--- src/rtl/filt_oup_quant_pkg.sv ---
// Shared constants and helpers for the filter output quantiser and its FIFO.
package filt_oup_quant_pkg;

    // Default widths shared with the upstream serial-MAC FIR.
    localparam int LP_FILT_INP_WIDTH = 37;
    localparam int LP_SYS_OUP_WIDTH  = 16;

    // Ceiling log2 for sizing pointers and counters.
    function automatic int clog2_f(input int value);
        int r;
        r = 0;
        while ((32'sd1 <<< r) < value) begin
            r = r + 1;
        end
        return r;
    endfunction

    // Largest positive two's complement value of a w-bit word.
    function automatic logic [63:0] sat_max_f(input int w);
        return (64'd1 << (w - 1)) - 64'd1;
    endfunction

    // Most negative two's complement value of a w-bit word (low w bits).
    function automatic logic [63:0] sat_min_f(input int w);
        return 64'd1 << (w - 1);
    endfunction

endpackage

--- src/rtl/filt_sfifo.sv ---
// Generic synchronous show-ahead FIFO with full/empty/level.
module filt_sfifo
    import filt_oup_quant_pkg::*;
#(
    parameter int gp_data_width = 16,
    parameter int gp_depth      = 4
)(
    input  logic                          i_clk,
    input  logic                          i_rst,
    input  logic                          i_wr,
    input  logic [gp_data_width-1:0]      i_wdata,
    input  logic                          i_rd,
    output logic [gp_data_width-1:0]      o_rdata,
    output logic                          o_full,
    output logic                          o_empty,
    output logic [clog2_f(gp_depth):0]    o_level
);
    localparam int AW = clog2_f(gp_depth);

    logic [gp_data_width-1:0] mem_q [gp_depth];
    logic [AW:0]              wptr_d, wptr_q;
    logic [AW:0]              rptr_d, rptr_q;
    logic                     rd_ok_s;
    logic                     wr_ok_s;

    // Pointers carry one extra wrap bit so full and empty are distinguishable.
    assign o_empty = (wptr_q == rptr_q);
    assign o_full  = (wptr_q[AW] != rptr_q[AW]) && (wptr_q[AW-1:0] == rptr_q[AW-1:0]);
    assign o_level = wptr_q - rptr_q;
    assign o_rdata = o_empty ? {gp_data_width{1'b0}} : mem_q[rptr_q[AW-1:0]];

    // Accept a write when there is room, or when a read frees the slot in the same cycle.
    always_comb begin
        rd_ok_s = i_rd && !o_empty;
        wr_ok_s = i_wr && (!o_full || rd_ok_s);
        if (wr_ok_s) begin
            wptr_d = wptr_q + {{AW{1'b0}}, 1'b1};
        end else begin
            wptr_d = wptr_q;
        end
        if (rd_ok_s) begin
            rptr_d = rptr_q + {{AW{1'b0}}, 1'b1};
        end else begin
            rptr_d = rptr_q;
        end
    end

    // Pointer registers; reset empties the FIFO at once.
    always_ff @(posedge i_clk or posedge i_rst) begin
        if (i_rst) begin
            wptr_q <= {(AW+1){1'b0}};
            rptr_q <= {(AW+1){1'b0}};
        end else begin
            wptr_q <= wptr_d;
            rptr_q <= rptr_d;
        end
    end

    // Storage array; contents need no reset because the pointers gate visibility.
    always_ff @(posedge i_clk) begin
        if (wr_ok_s) begin
            mem_q[wptr_q[AW-1:0]] <= i_wdata;
        end
    end

endmodule

--- src/rtl/filt_oup_quant.sv ---
// Output conditioning after the FIR: shift/round, saturate, decimate, buffer.
module filt_oup_quant
    import filt_oup_quant_pkg::*;
#(
    parameter int gp_inp_width  = LP_FILT_INP_WIDTH,
    parameter int gp_oup_width  = LP_SYS_OUP_WIDTH,
    parameter int gp_frac_shift = 12,
    parameter int gp_rnd_mode   = 1,
    parameter int gp_dec_factor = 1,
    parameter int gp_fifo_depth = 4
)(
    input  logic                              i_clk,
    input  logic                              i_rst,
    input  logic                              i_ena,
    input  logic [gp_inp_width-1:0]           i_data,
    input  logic                              i_valid,
    output logic [gp_oup_width-1:0]           o_data,
    output logic                              o_valid,
    input  logic                              i_ready,
    output logic [clog2_f(gp_fifo_depth):0]   o_level,
    output logic                              o_drop,
    output logic                              o_ovf,
    input  logic                              i_ovf_clr
);
    // One guard bit so the rounding add can never wrap.
    localparam int XW  = gp_inp_width + 1;
    localparam int CW  = (gp_dec_factor > 1) ? clog2_f(gp_dec_factor) : 1;
    localparam int RSH = (gp_frac_shift > 0) ? gp_frac_shift - 1 : 0;
    localparam logic signed [XW-1:0] RND =
        (gp_rnd_mode == 1 && gp_frac_shift > 0) ? (XW'(1) << RSH) : XW'(0);
    localparam logic [gp_oup_width-1:0] SAT_MAX  = gp_oup_width'(sat_max_f(gp_oup_width));
    localparam logic [gp_oup_width-1:0] SAT_MIN  = gp_oup_width'(sat_min_f(gp_oup_width));
    localparam logic [CW-1:0]           CNT_LAST = CW'(gp_dec_factor - 1);

    logic signed [XW-1:0]        ext_s, sum_s, r1_d, r1_q;
    logic                        v1_d, v1_q;
    logic [XW-gp_oup_width:0]    hi_s;
    logic [gp_oup_width-1:0]     r2_d, r2_q;
    logic                        v2_d, v2_q;
    logic                        clip_s;
    logic                        ovf_d, ovf_q;
    logic [CW-1:0]               cnt_d, cnt_q;
    logic                        keep_s;
    logic                        rd_s;
    logic                        full_s, empty_s;
    logic                        drop_d, drop_q;

    // Stage 1: sign-extend, add rounding constant, arithmetic shift.
    always_comb begin
        ext_s = {i_data[gp_inp_width-1], i_data};
        sum_s = ext_s + RND;
        if (i_ena) begin
            r1_d = sum_s >>> gp_frac_shift;
            v1_d = i_valid;
        end else begin
            r1_d = r1_q;
            v1_d = v1_q;
        end
    end

    // Stage 2: clip to the output width; bits above the output sign must all match the sign.
    always_comb begin
        hi_s   = r1_q[XW-1:gp_oup_width-1];
        clip_s = 1'b0;
        if (i_ena) begin
            v2_d = v1_q;
            if (!r1_q[XW-1] && (|hi_s)) begin
                r2_d   = SAT_MAX;
                clip_s = 1'b1;
            end else if (r1_q[XW-1] && !(&hi_s)) begin
                r2_d   = SAT_MIN;
                clip_s = 1'b1;
            end else begin
                r2_d = r1_q[gp_oup_width-1:0];
            end
        end else begin
            v2_d = v2_q;
            r2_d = r2_q;
        end
        // A new clip beats a simultaneous clear.
        if (clip_s && v1_q) begin
            ovf_d = 1'b1;
        end else if (i_ovf_clr) begin
            ovf_d = 1'b0;
        end else begin
            ovf_d = ovf_q;
        end
    end

    // Decimation counter and FIFO write/drop decision.
    always_comb begin
        keep_s = i_ena && v2_q && (cnt_q == {CW{1'b0}});
        if (i_ena && v2_q) begin
            if (cnt_q == CNT_LAST) begin
                cnt_d = {CW{1'b0}};
            end else begin
                cnt_d = cnt_q + CW'(1);
            end
        end else begin
            cnt_d = cnt_q;
        end
        rd_s   = o_valid && i_ready;
        drop_d = keep_s && full_s && !rd_s;
    end

    // Pipeline, flag and counter registers.
    always_ff @(posedge i_clk or posedge i_rst) begin
        if (i_rst) begin
            r1_q   <= {XW{1'b0}};
            v1_q   <= 1'b0;
            r2_q   <= {gp_oup_width{1'b0}};
            v2_q   <= 1'b0;
            ovf_q  <= 1'b0;
            cnt_q  <= {CW{1'b0}};
            drop_q <= 1'b0;
        end else begin
            r1_q   <= r1_d;
            v1_q   <= v1_d;
            r2_q   <= r2_d;
            v2_q   <= v2_d;
            ovf_q  <= ovf_d;
            cnt_q  <= cnt_d;
            drop_q <= drop_d;
        end
    end

    assign o_ovf   = ovf_q;
    assign o_drop  = drop_q;
    assign o_valid = !empty_s;

    filt_sfifo #(
        .gp_data_width (gp_oup_width),
        .gp_depth      (gp_fifo_depth)
    ) u_fifo (
        .i_clk   (i_clk),
        .i_rst   (i_rst),
        .i_wr    (keep_s),
        .i_wdata (r2_q),
        .i_rd    (rd_s),
        .o_rdata (o_data),
        .o_full  (full_s),
        .o_empty (empty_s),
        .o_level (o_level)
    );

endmodule
--- config.mk ---
export PLATFORM = sky130hd
export DESIGN_NAME = filt_oup_quant
export DESIGN_NICKNAME = d
export VERILOG_FILES = /design/src/rtl/filt_oup_quant_pkg.sv /design/src/rtl/filt_sfifo.sv /design/src/rtl/filt_oup_quant.sv
export SDC_FILE = /design/constraint.sdc
export NUM_CORES = 1
export LEC_CHECK = 0
export ABC_AREA = 0
export CAP_MARGIN = 20
export CORE_MARGIN = 10
export CORE_UTILIZATION = 30
export CTS_CLUSTER_SIZE = 14
export DETAILED_ROUTE_END_ITERATION = 10
export GPL_TIMING_DRIVEN = 0
export MAX_ROUTING_LAYER = met4
export PLACE_DENSITY = 0.48
export SLEW_MARGIN = 20
export SYNTH_ARGS = -nofsm -noshare
export SYNTH_HDL_FRONTEND = slang
export SYNTH_SLANG_ARGS = --single-unit
--- constraint.sdc ---
create_clock -name i_clk -period 3.14 [get_ports i_clk]
set_input_delay 0.628 -clock i_clk [delete_from_list [all_inputs] [get_ports i_clk]]
set_output_delay 0.628 -clock i_clk [all_outputs]
set_load 0.03 [all_outputs]
# == Yosys cells after proc, flatten, opt, wreduce, memory -nomap -nowiden ==
# Memory sizes are Yosys's and may differ from the RTL's.
# Cells that the tools add are included.
# Widths: inputs -> output; s select.
# op_classes
n_addsub,5
n_mul,0
div,0
magnitude_cmp,0
eq_ne,3
shift,0
mux,11
bitwise_logic,1
n_reduce_logical,20
# ops
cell,count
$mux 16,3
$add 37x13->38 const B,1
$reduce_and 23->1,1
$reduce_or 23->1,1
$logic_and 1x1->1,11
$mux 1,8
$add 3x1->3 const B,2
$logic_not 1->1,5
$eq 3x3->1,1
$sub 3x3->3,1
$eq 2x2->1,1
$reduce_bool 2->1,1
$add 1x1->1 const B,1
$logic_or 1x1->1,1
$ne 1x1->1,1
$not 1->1,1
# word_totals
ff_bits,53
latchBits,0
ram_bits,64
rom_bits,0
inputBits,43
output_inout_bits,22
elab_cells,50
mem_count,1
# memory_table
name,depth,width,rd,rd_ports_with_merged_regs,write_ports,line_no,text
u_fifo.mem_q,4,16,1,0,1,filt_sfifo.sv:20,logic [gp_data_width-1:0] mem_q [gp_depth];

# == Logic depth before layout (Yosys ltp) ==
# Gate-level depths: netlist of the first run.
# logic_depth
ltp_word,8
depth_mapped,8

# == Hierarchy ==
# Synthesis of the first run repeated with hierarchy kept, for this count alone.
# hier_totals
cells_unflattened,397
area_unflattened_um2,5176.2
# by_module_without_submodules
mod,instances,cells_each,area_per_inst_um2,seq_area_each_um2
filt_sfifo,1,147,2885.3,2072.0
filt_oup_quant,1,250,2290.9,1151.1

# == Worst setup path before layout of the first run ==
# No wires, ideal clock.
# synth_path
path_type,reg-to-output
start,register u_fifo.rptr_q[1]
end,output port o_data[10]
arrival_time_ns,2.402
required_ns,2.512
setup_slack_ns,0.110
path_stages_with_launch,8
path_buffers,3
cell_sequence,dfrtp_1 clkbuf_1 clkbuf_1 inv_1 ha_1 nand3_1 clkbuf_1 and2_1
# synth_between
elab_chain_cells,2
elab_cells_between_ends,3
classes_between,1 x eq/ne; 1 x mux; 1 x memory
# synth_lines
element,line_no,text
"start, declared",filt_sfifo.sv:22,"logic [AW:0] rptr_d, rptr_q;"
"start signal, assigned",filt_sfifo.sv:52,rptr_q <= {(AW+1){1'b0}};
"start signal, assigned",filt_sfifo.sv:55,rptr_q <= rptr_d;
$mem_v2 4x16 / $eq 3x3->1 (equally long branches),-,
$mux 16 (*),filt_sfifo.sv:30,assign o_rdata = o_empty ? {gp_data_width{1'b0}} : mem_q[rptr_q[AW-1:0]];
"end, declared",filt_oup_quant.sv:17,"output logic [gp_oup_width-1:0] o_data,"
# Mark *: on every way between the ends. The rest lies on a longest branch, timed or not.

# == Final worst setup path of the first run ==
# layout_path
start,register u_fifo.rptr_q[1]
end,output port o_data[8]
# Same word-level chain as after synthesis.

==> impl_metrics.ini, run 1 <==
[cells_and_area]
fin_nets = 520
fin_util_pct = 39.7
layout.cells.most_common_list = edfxtp_1, dfrtp_1, nor2_1
drive_gt1_share_pct = 16.0
syn_to_final_growth_pct = 28.8
final_common_cell = edfxtp_1
antenna_cells = 0

[sta]
clock_skew_ns = 0.00813
fmax_mhz = 333
setup-tns-final_ns = 0
finalWorstSetupSlack_ns = 0.134
setup_viol = 0
hold_viol_final = 0
period_minus_slack_ns = 3.01
holdWs_ns = 0.494
fin_crit_sh_pct = 95.7
relSlewSlack_pct = 40.5
tightestPinTransition_ns = 0.893
slew_viol_final = 0

[critical_path]
crit_path_top_delay_cell = dfrtp_1
path_cells = clkbuf_8 -> clkbuf_8 -> inv_1 -> ha_1 -> nand3_4 -> buf_4 -> and2_1 -> clkdlybuf4s15_2
cp-end-kind = primary output
worstPathArrival_ns = 2.38
crit_fanout = 10
critPathMaxStageDelay_ns = 0.38
cp.required_ns = 2.51
crit_top_cell = clkbuf_8
critPathLaunchType = flip-flop
crit_type = reg -> out

[hold_path]
hold_path_class = reg -> reg

[die]
die_w_um = 151
rows = 47
start_util_pct = 30.8
core_area_mm2 = 0.0166
die_y_um = 151
die-area_mm2 = 0.0227
ios = 65

[synth]
synth_top_cell_area_share_pct = 37.5
synth_cell_types = 38
synth_top_area_cell = edfxtp_1
syn_inst = 394
synth_ff_type = edfxtp_1
syn_area_mm2 = 0.00513
async_flop_share_pct = 44.8
synth-seq-cells = 116
yosys_warnings = 0
synth_nets = 446
ys_top_cells_by_area = edfxtp_1, dfrtp_1, mux4_2
yosysSeqAreaShare_pct = 62.9
synth-edff-count = 64
synth_area_per_cell_um2 = 13.0

[grt]
grt_pass1_wl_um = 18100
gr-total-overflow = 0
grt_max_degree = 28
track_usage_pct = 10.6
grt_pass1_vias = 3484
antenna_found_initial = 0

[drt]
firstDrtPassIters = 4
drt_first_iter_violations = 157
wire_per_inst_um = 15.7
finalWirelength_um = 11000
vias = 3258
final_antenna_net_count = 0
drc = 0
vias_per_cell = 4.65

[clock_tree]
cts_sinks = 116
clk_pin_slew_worst_paths_ns = 0.05
cts_htree_levels = 4
clk_path_buf_depth = 2
cts_tree = built
cts_inserted_buffers = 17
root_buffer = clkbuf_16
clock_latency_ns = 0.41
ctsHoldBuffers = 0

[place]
io_buffers = 52
gp_congestion = 0.759
dp_hpwl_um = 7850
dp_slack_ns = -1.02

[status]
status = finished, final reports clean

[power_and_ir_drop]
powerDensity_mw_per_mm2 = 898
vdd_drop_max_mv = 0.476
total_leakage_power_nw = 2.44

[job]
cap_violations = 0
==> cells in the mapped netlist, types with 4 or more instances <==
master    number
edfxtp_1      64
dfrtp_1       52
nor2_1        40
inv_1         26
and2_1        21
mux4_2        16
o22ai_1       16
a21oi_1       15
clkbuf_1      15
nand2_1       15
nand4_1       13
xor2_1        13
a31oi_1       10
nand3_1        9
ha_1           8
xnor2_1        8
o21ai_0        7
or4_1          6
mux2_2         4
nor4_1         4
o31ai_1        4
or3_1          4
==> metal layers <==
layer | GRT usage [%] | share of wire (%) | vias to the layer above
li1 | - | - | 1606
met4 | 3.99 | 1.4 | 0
met5 | - | 0 | -
met2 | 16.6 | 47 | 66
met3 | 3.15 | 4.2 | 14
met1 | 12.8 | 47 | 1572
==> metrics by stage <==
| stage | instance area, um2 | std cells | power (mW) |
|---|---|---|---|
| 4_1_cts | 6590 | 699 | 5.99 |
| 3_3_place_gp | 5920 | 666 | 4.08 |
| 6_report | 6600 | 701 | 5.93 |
| 3_5_place_dp | 5940 | 667 | 4.11 |
| 2_1_floorplan | 5130 | 394 | 3.27 |
| 5_1_grt | 6600 | 701 | 6.24 |
==> state kept, by name, summed over array words and instances (netlist names) <==
name           cells
u_fifo.wptr_q      3
u_fifo.mem_q      64
r2_q              16
v2_q               1
v1_q               1
o_ovf              1
r1_q              26
u_fifo.rptr_q      3
o_drop             1
==> critical path: cells and delay by family (launching register included) <==
family / cells / cell delay [ns]
simple gates: 2 / 0.30
buf+inv: 5 / 0.96
flops: 1 / 0.38
fa+ha+maj: 1 / 0.33
==> kinds of logic (layout without fill, tap and decap cells) <==
| group | after synthesis | count (layout) | share of synthesized area (%) |
|---|---|---|---|
| multiplexers | 20 | 20 | 7.91 |
| adder cells (fa/ha/maj) | 9 | 9 | 2.34 |
| flip-flops | 116 | 116 | 62.9 |
| buffers and inverters | 46 | 133 | 3.81 |
| AO/OA/AOI/OAI | 57 | 57 | 6.71 |
| XOR/XNOR | 21 | 21 | 3.59 |
| AND/OR/NAND/NOR | 125 | 125 | 12.8 |
==> worst paths after layout <==
path                                         startpoint  cells past startpoint  slack [ns]                            end
max                        u_fifo.rptr_q[1]$_DFFE_PP0P_                      8        0.13                      o_data[8]
min                        u_fifo.wptr_q[2]$_DFFE_PP0P_                      1        0.49   u_fifo.wptr_q[2]$_DFFE_PP0P_
max reg2reg                u_fifo.rptr_q[1]$_DFFE_PP0P_                      7        0.46  u_fifo.mem_q[1][10]$_DFFE_PP_
min reg2reg                u_fifo.wptr_q[2]$_DFFE_PP0P_                      1        0.49   u_fifo.wptr_q[2]$_DFFE_PP0P_
max in group asynchronous                         i_rst                      3        2.01            r1_q[6]$_DFFE_PP0P_
min in group asynchronous                         i_rst                      2        0.60   u_fifo.rptr_q[2]$_DFFE_PP0P_
==> layout make-up <==
cell class	count	area (um2)
Inverter	26	97.6
Tap cell	220	275
Buffer	20	128
Clock buffer	25	538
Timing Repair Buffer	55	557
Fill cell	1563	10000
Clock inverter	7	65.1
Sequential cell	116	3220
Multi-Input combinational cell	232	1720
==> power by group <==
group	internal, mW	total [mW]	switching, mW
combinational	0.891	2.08	1.19
sequential	1.83	1.95	0.116
clock	1.26	1.90	0.640
total	3.98	5.93	1.95
==> timing repair <==
| item | 4_1_cts | 5_1_grt |
|---|---|---|
| setup buffers | 0 | 2 |
| gates resized for setup | 47 | 3 |
| endpoints found under the setup margin | 82 | 10 |
(Power assumes the default switching activity.)
==> run 2: changes to the inputs <==
--- a/config.mk
+++ b/config.mk
@@ -9,7 +9,7 @@
 export CAP_MARGIN = 20
 export CORE_MARGIN = 10
 export CORE_UTILIZATION = 30
-export CTS_CLUSTER_SIZE = 14
+export CTS_CLUSTER_SIZE = 24
 export DETAILED_ROUTE_END_ITERATION = 10
 export GPL_TIMING_DRIVEN = 0
 export MAX_ROUTING_LAYER = met4
==> results of run 2 <==
No change in the layout: final DEF, timing and power equal those of run 1.
